File: config.mk
export PLATFORM = sky130hd
export DESIGN_NAME = hdr_classifier
export DESIGN_NICKNAME = d
export VERILOG_FILES = /design/src/rtl/hdr_classifier.sv
export SDC_FILE = /design/constraint.sdc
export NUM_CORES = 1
export LEC_CHECK = 0
export BUFFER_PORTS_ARGS = -buffer_cell sky130_fd_sc_hd__buf_4
export CAP_MARGIN = 25
export CORE_MARGIN = 5
export CORE_UTILIZATION = 30
export DETAILED_ROUTE_END_ITERATION = 16
export PLACE_DENSITY = 0.49
export REMOVE_ABC_BUFFERS = 1
export SLEW_MARGIN = 40
export SYNTH_ARGS = -nofsm -noshare
export SYNTH_HDL_FRONTEND = slang
export SYNTH_SLANG_ARGS = --single-unit
export TNS_END_PERCENT = 1
File: constraint.sdc
create_clock -name clk -period 7.15 [get_ports clk]
set_clock_uncertainty 0.1 [all_clocks]
set_input_delay 0.715 -clock clk [delete_from_list [all_inputs] [get_ports clk]]
set_output_delay 0.715 -clock clk [all_outputs]
set_load 0.01 [all_outputs]
File: src/rtl/hdr_classifier.sv
// hdr_classifier: parses Ethernet/IPv4/L4 headers from an AXI-stream packet and emits a rule-matched descriptor through a FIFO
// Ports: clk/rst_n (async active-low); s_axis_* packet input (byte 0 at [7:0]);
// cfg_we/cfg_addr/cfg_wdata rule write {en,is_tcp,rr,port_src,chain,prio,flow_id,time};
// m_desc_* descriptor output with valid/ready; stat_* packet/udp/match counters.
// Build option: define HDR_CLASSIFIER_STATS_EN to build the stat_* counters, otherwise they read 0.
module hdr_classifier #(
  parameter int DATA_WIDTH = 256,
  parameter int KEEP_WIDTH = DATA_WIDTH / 8,
  parameter int RULE_COUNT = 4,
  parameter int FIFO_DEPTH = 8,
  localparam int AW = (RULE_COUNT > 1) ? $clog2(RULE_COUNT) : 1
) (
  input  logic                  clk,
  input  logic                  rst_n,
  input  logic [DATA_WIDTH-1:0] s_axis_tdata,
  input  logic [KEEP_WIDTH-1:0] s_axis_tkeep,
  input  logic                  s_axis_tvalid,
  input  logic                  s_axis_tlast,
  output logic                  s_axis_tready,
  input  logic                  cfg_we,
  input  logic [AW-1:0]         cfg_addr,
  input  logic [66:0]           cfg_wdata,
  output logic                  m_desc_valid,
  input  logic                  m_desc_ready,
  output logic [7:0]            m_desc_prio,
  output logic [15:0]           m_desc_chain,
  output logic [15:0]           m_desc_time,
  output logic [15:0]           m_desc_pk_len,
  output logic [7:0]            m_desc_flow_id,
  output logic [2:0]            m_desc_flags,
  output logic [31:0]           stat_pkt_count,
  output logic [31:0]           stat_udp_count,
  output logic [31:0]           stat_match_count
);
  localparam int HB = 38;
  localparam int HDR_BEATS = (HB + KEEP_WIDTH - 1) / KEEP_WIDTH;
  localparam int PW = (FIFO_DEPTH > 1) ? $clog2(FIFO_DEPTH) : 1;
  typedef enum logic [1:0] {IDLE, HDR, BODY, EMIT} state_t;
  state_t r_state, w_next;
  logic [2:0] r_beat, w_bidx;
  logic [15:0] r_len, w_base, w_keep_cnt, w_port, w_pk_len;
  logic [7:0] r_hdr [HB];
  logic [66:0] r_rule [RULE_COUNT];
  logic [RULE_COUNT-1:0] r_tog;
  logic [66:0] r_mem [FIFO_DEPTH];
  logic [PW-1:0] r_wp, r_rp;
  logic [PW:0] r_cnt;
  logic [AW-1:0] w_idx;
  logic [66:0] w_rule, w_desc;
  logic [3:0] w_item1;
  logic w_acc, w_sop, w_push, w_deq, w_runt, w_ipv4, w_l4ok, w_udp, w_tcp, w_hit;
  assign w_acc = s_axis_tvalid && s_axis_tready;
  // EMIT lasts one cycle, so a beat arriving then already belongs to the next packet
  assign w_sop = (r_state == IDLE) || (r_state == EMIT);
  assign w_bidx = w_sop ? 3'd0 : r_beat;
  assign w_base = w_sop ? 16'd0 : r_len;
  assign w_push = (r_state == EMIT);
  assign w_deq = m_desc_valid && m_desc_ready;
  assign m_desc_valid = (r_cnt != '0);
  // A new packet may only start if its eventual push still fits behind any push in flight
  assign s_axis_tready = !(((r_state == IDLE) && (r_cnt == (PW+1)'(FIFO_DEPTH))) ||
                           ((r_state == EMIT) && (r_cnt >= (PW+1)'(FIFO_DEPTH - 1))));
  always_comb begin
    w_keep_cnt = '0;
    for (int k = 0; k < KEEP_WIDTH; k++) w_keep_cnt = w_keep_cnt + 16'(s_axis_tkeep[k]);
  end
  always_comb begin
    w_next = (r_state == EMIT) ? IDLE : r_state;
    if (w_acc) w_next = s_axis_tlast ? EMIT : (((int'(w_bidx) + 1) * KEEP_WIDTH >= HB) ? BODY : HDR);
  end
  // Classification runs in EMIT on the fully captured header and final byte count
  assign w_runt = r_len < 16'd38;
  assign w_ipv4 = !w_runt && ({r_hdr[12], r_hdr[13]} == 16'h0800);
  assign w_l4ok = w_ipv4 && (r_hdr[14][3:0] == 4'd5);
  assign w_udp = w_l4ok && (r_hdr[23] == 8'h11);
  assign w_tcp = w_l4ok && (r_hdr[23] == 8'h06);
  assign w_port = {r_hdr[34], r_hdr[35]};
  assign w_pk_len = w_ipv4 ? {r_hdr[16], r_hdr[17]} + 16'd14 : r_len;
  // Scan downwards so the lowest matching index is the last to win
  always_comb begin
    w_hit = 1'b0;
    w_idx = '0;
    for (int r = RULE_COUNT - 1; r >= 0; r--)
      if (r_rule[r][66] && (r_rule[r][65] == w_tcp) && (r_rule[r][63:48] == w_port) && (w_udp || w_tcp)) begin
        w_hit = 1'b1;
        w_idx = AW'(r);
      end
  end
  assign w_rule = r_rule[w_idx];
  assign w_item1 = w_rule[39:36] + {3'b0, w_rule[64] & r_tog[w_idx]};
  assign w_desc = w_hit ? {w_rule[31:24], w_rule[47:40], w_item1, w_rule[35:32], w_rule[15:0], w_pk_len, w_rule[23:16], w_runt, w_tcp, w_udp}
                        : {8'd1, 16'd0, 16'd2, w_pk_len, 8'hFF, w_runt, w_tcp, w_udp};
  assign {m_desc_prio, m_desc_chain, m_desc_time, m_desc_pk_len, m_desc_flow_id, m_desc_flags} = m_desc_valid ? r_mem[r_rp] : '0;
  always_ff @(posedge clk or negedge rst_n) begin
    if (!rst_n) begin
      r_state <= IDLE;
      r_beat <= '0;
      r_len <= '0;
      r_tog <= '0;
      r_wp <= '0;
      r_rp <= '0;
      r_cnt <= '0;
      for (int i = 0; i < HB; i++) r_hdr[i] <= '0;
      for (int r = 0; r < RULE_COUNT; r++) r_rule[r] <= '0;
    end else begin
      r_state <= w_next;
      if (w_acc) begin
        r_beat <= (w_bidx == 3'(HDR_BEATS)) ? w_bidx : w_bidx + 3'd1;
        r_len <= w_base + (s_axis_tlast ? w_keep_cnt : 16'(KEEP_WIDTH));
        for (int i = 0; i < HB; i++)
          if (w_bidx == 3'(i / KEEP_WIDTH)) r_hdr[i] <= s_axis_tdata[(i % KEEP_WIDTH) * 8 +: 8];
      end
      if (cfg_we && (int'(cfg_addr) < RULE_COUNT)) r_rule[cfg_addr] <= cfg_wdata;
      if (w_push) r_wp <= r_wp + 1'b1;
      if (w_push && w_hit) r_tog[w_idx] <= ~r_tog[w_idx];
      if (w_deq) r_rp <= r_rp + 1'b1;
      r_cnt <= r_cnt + (PW+1)'(w_push) - (PW+1)'(w_deq);
    end
  end
  always_ff @(posedge clk) if (w_push) r_mem[r_wp] <= w_desc;
`ifdef HDR_CLASSIFIER_STATS_EN
  logic [31:0] r_pkt, r_udp, r_match;
  always_ff @(posedge clk or negedge rst_n) begin
    if (!rst_n) begin
      r_pkt <= '0;
      r_udp <= '0;
      r_match <= '0;
    end else if (w_push) begin
      r_pkt <= r_pkt + 32'd1;
      r_udp <= r_udp + 32'(w_udp);
      r_match <= r_match + 32'(w_hit);
    end
  end
  assign stat_pkt_count = r_pkt;
  assign stat_udp_count = r_udp;
  assign stat_match_count = r_match;
`else
  assign stat_pkt_count = '0;
  assign stat_udp_count = '0;
  assign stat_match_count = '0;
`endif
endmodule

==> metrics.cfg <==
[run_status]
outcome=finished, final reports clean

[grt]
grt_antenna_before_repair=20
grt_max_degree=155
track_usage_pct=15.0
grt_pass1_wl_um=154000
grt-ovfl-total=0
grt_pass1_vias=23800

[routing]
drt_iter0_drc=1193
first_pass_iters=5
viasPerCell=4.76
postRouteWirelength_um=103000
drc_errors=0
vias=21600
postRouteAntennaNets=0
post_drt_wl_per_cell_um=22.7

[synthesis]
avgSynthCellArea_um2=15.9
synth.distinct_cells=68
ys_ff_latch=899
synthesis.area_um2=39100
synth_flop_cell=edfxtp_1
netlist_instances=2452
synth_seq_area_share_pct=64.4
synth_edf_count=536
ys_warn_count=0
async_reset_ff_share_pct=40.4

[placed_design]
pre_cts_ws_ns=0.197
dp.cells=4341
hpwl_um=64300
place_area_um2=42700
io_buffers=235
place.gp.congestion=0.796

[power]
vdd_drop_max_mv=0.196
power_density_nw_per_um2=389
p_leak_nw=17.5

[finish]
fin_area_um2=46100
final_layout_size_suffix_gt1_share_pct=33.5
layout_common_cells=536 x edfxtp_1, 360 x dfrtp_1, 323 x mux2_2
final_cells=4541
area_growth_pct=18.0
layout_commonest_cell=edfxtp_1
final_nets=3124
nFillCells=12400

[setup_path]
crit_arrival_ns=6.76
critPathLaunchType=input port
end_kind=register
crit_required_ns=7.60
startpoint=s_axis_tkeep[17]
worstSetupPathType=in -> reg
worst-path-max-fanout=4
r2r_start=r_hdr[201]$_DFFE_PN0P_

[sta]
finalSetupViolCount=0
rsz0062_at_grt=no
slew_violations=0
finalHoldViolCount=0
slew_headroom_pct=43.9
fin_crit_ns=6.31
whs_ns=0.165
fin_tns_setup_ns=0
finalCritPeriodShare_pct=88.3
fin_ws_ns=0.836
worstMarginPinSlew_ns=0.842
fmax_mhz=158

[die]
initial_core_util_pct=30.2
die_w_um=371
io_pins=528
std_cell_rows=132
dieArea_um2=138000
die_h_um=371
core-area_um2=129000

[clock_tree]
post-cts-setup-buffer-count=0
root_buffer=clkbuf_16
clk-insertion-delay-late_ns=0.68
cts_buffers=99
htreeDepth=3
path_clk_slew_ns=0.06
post_cts_resized=0
cts_buffer_depth=3
tritoncts=done
cts_sinks=899

[flow_run]
drv_cap=0

[worst_hold_path]
hp-class=in -> reg
min_from=s_axis_tdata[30]

-- routing by layer --
metal  track usage [%]  vias up  share of wire (%)  routed length [µm]
met5                 0        -              0.080                  83
met2              25.7      497                 51               52300
li1                  -     9580                  -                   -
met1              19.0    11400                 42               43500
met4              4.82       12                2.4                2470
met3              3.10      133                4.7                4890
-- final timing paths --
path / end / slack (ns) / depth (start not counted)
max: r_len[12]$_DFFE_PN0P_ / 0.84 / 23
min: r_hdr[22]$_DFFE_PN0P_ / 0.16 / 2
max reg2reg: r_mem[1][48]$_DFFE_PP_ / 1.89 / 12
min reg2reg: r_tog[0]$_DFFE_PN0P_ / 0.37 / 1
max in group asynchronous: r_rule[120]$_DFFE_PN0P_ / 5.03 / 4
min in group asynchronous: r_rule[100]$_DFFE_PN0P_ / 0.53 / 2
-- final cells by class --
cell class	instances	area (µm²)	area share [%]
antenna	10	25.0	0.0543
clock buffer	123	2670	5.79
clock inverter	63	629	1.36
inverter	87	327	0.708
multi-input combinational	1332	12800	27.8
sequential	899	25200	54.6
tap	1742	2180	4.73
timing repair buffer	285	2300	4.98
-- metrics by stage --
step           power [mW]  util [%]
2_1_floorplan        11.0         -
3_3_place_gp         12.9      32.9
3_5_place_dp         13.1      33.0
4_1_cts              18.3      35.5
5_1_grt              19.1      35.6
6_report             18.0      35.6
-- synth_stat cells, types with 11 or more instances --
cell type	instances	area share [%]
o211ai_1	11	0.21
nor4_1	15	0.24
a21o_1	12	0.23
nand4_1	28	0.45
a21oi_1	63	0.81
mux4_2	134	7.7
xor2_1	17	0.38
nand2_1	70	0.67
clkbuf_1	90	0.86
and2_1	16	0.26
mux2_2	323	9.3
nor2_1	104	1.0
buf_2	12	0.15
buf_1	28	0.27
fa_1	26	1.3
nand2b_1	12	0.19
nand3_1	24	0.31
nor3_1	12	0.15
dfrtp_1	363	23
edfxtp_1	536	41
buf_4	96	1.8
a22oi_1	70	1.3
inv_1	85	0.82
ha_1	31	0.99
o21ai_0	31	0.40
mux2i_1	70	1.8
xnor2_1	74	1.7
-- power breakdown --
group | switching [mW] | leakage, nW | internal, mW
combinational | 3.08 | 6.47 | 2.68
sequential | 0.601 | 9.43 | 6.46
clock | 2.08 | 1.62 | 3.05
total | 5.76 | 17.5 | 12.2
-- timing repair --
item / 4_1_cts / 5_1_grt
setup endpoints to repair: 0 / 0
hold buffers: 1 / 0
endpoints found under the hold margin: 74 / 0
-- state kept, by name, indices dropped and copies added, names as in the netlist --
register	count
r_beat	3
r_cnt	4
r_hdr	60
r_len	16
r_mem	536
r_rp	3
r_rule	268
r_state	2
r_tog	4
r_wp	3
-- critical path, cell delays in order --
cell and delay [ns]:
buf_4 0.12, fa_1 0.52, inv_1 0.05, fa_1 0.49, fa_1 0.44, fa_1 0.53
fa_1 0.42, fa_1 0.50, inv_1 0.05, ha_1 0.21, fa_1 0.46, xor2_1 0.17
and2_1 0.16, ha_1 0.33, a21o_1 0.13, a21o_1 0.15, a21o_1 0.14, a21o_1 0.17
nand3_1 0.13, nor4_1 0.44, nand4_1 0.18, a21oi_1 0.18, mux2i_1 0.09
-- logic make-up (layout without fill, tap and decap cells) --
family | Yosys count | after routing | share of synthesized area [%]
adder cells (fa/ha/maj) | 57 | 57 | 2.32
other | 1 | 106 | 0.00960
XOR/XNOR | 91 | 91 | 2.04
flip-flops | 899 | 899 | 64.4
buffers and inverters | 316 | 558 | 4.05
AO/OA/AOI/OAI | 236 | 236 | 4.18
AND/OR/NAND/NOR | 325 | 325 | 4.14
multiplexers | 527 | 527 | 18.8
Power figures use the tool's default switching activity.
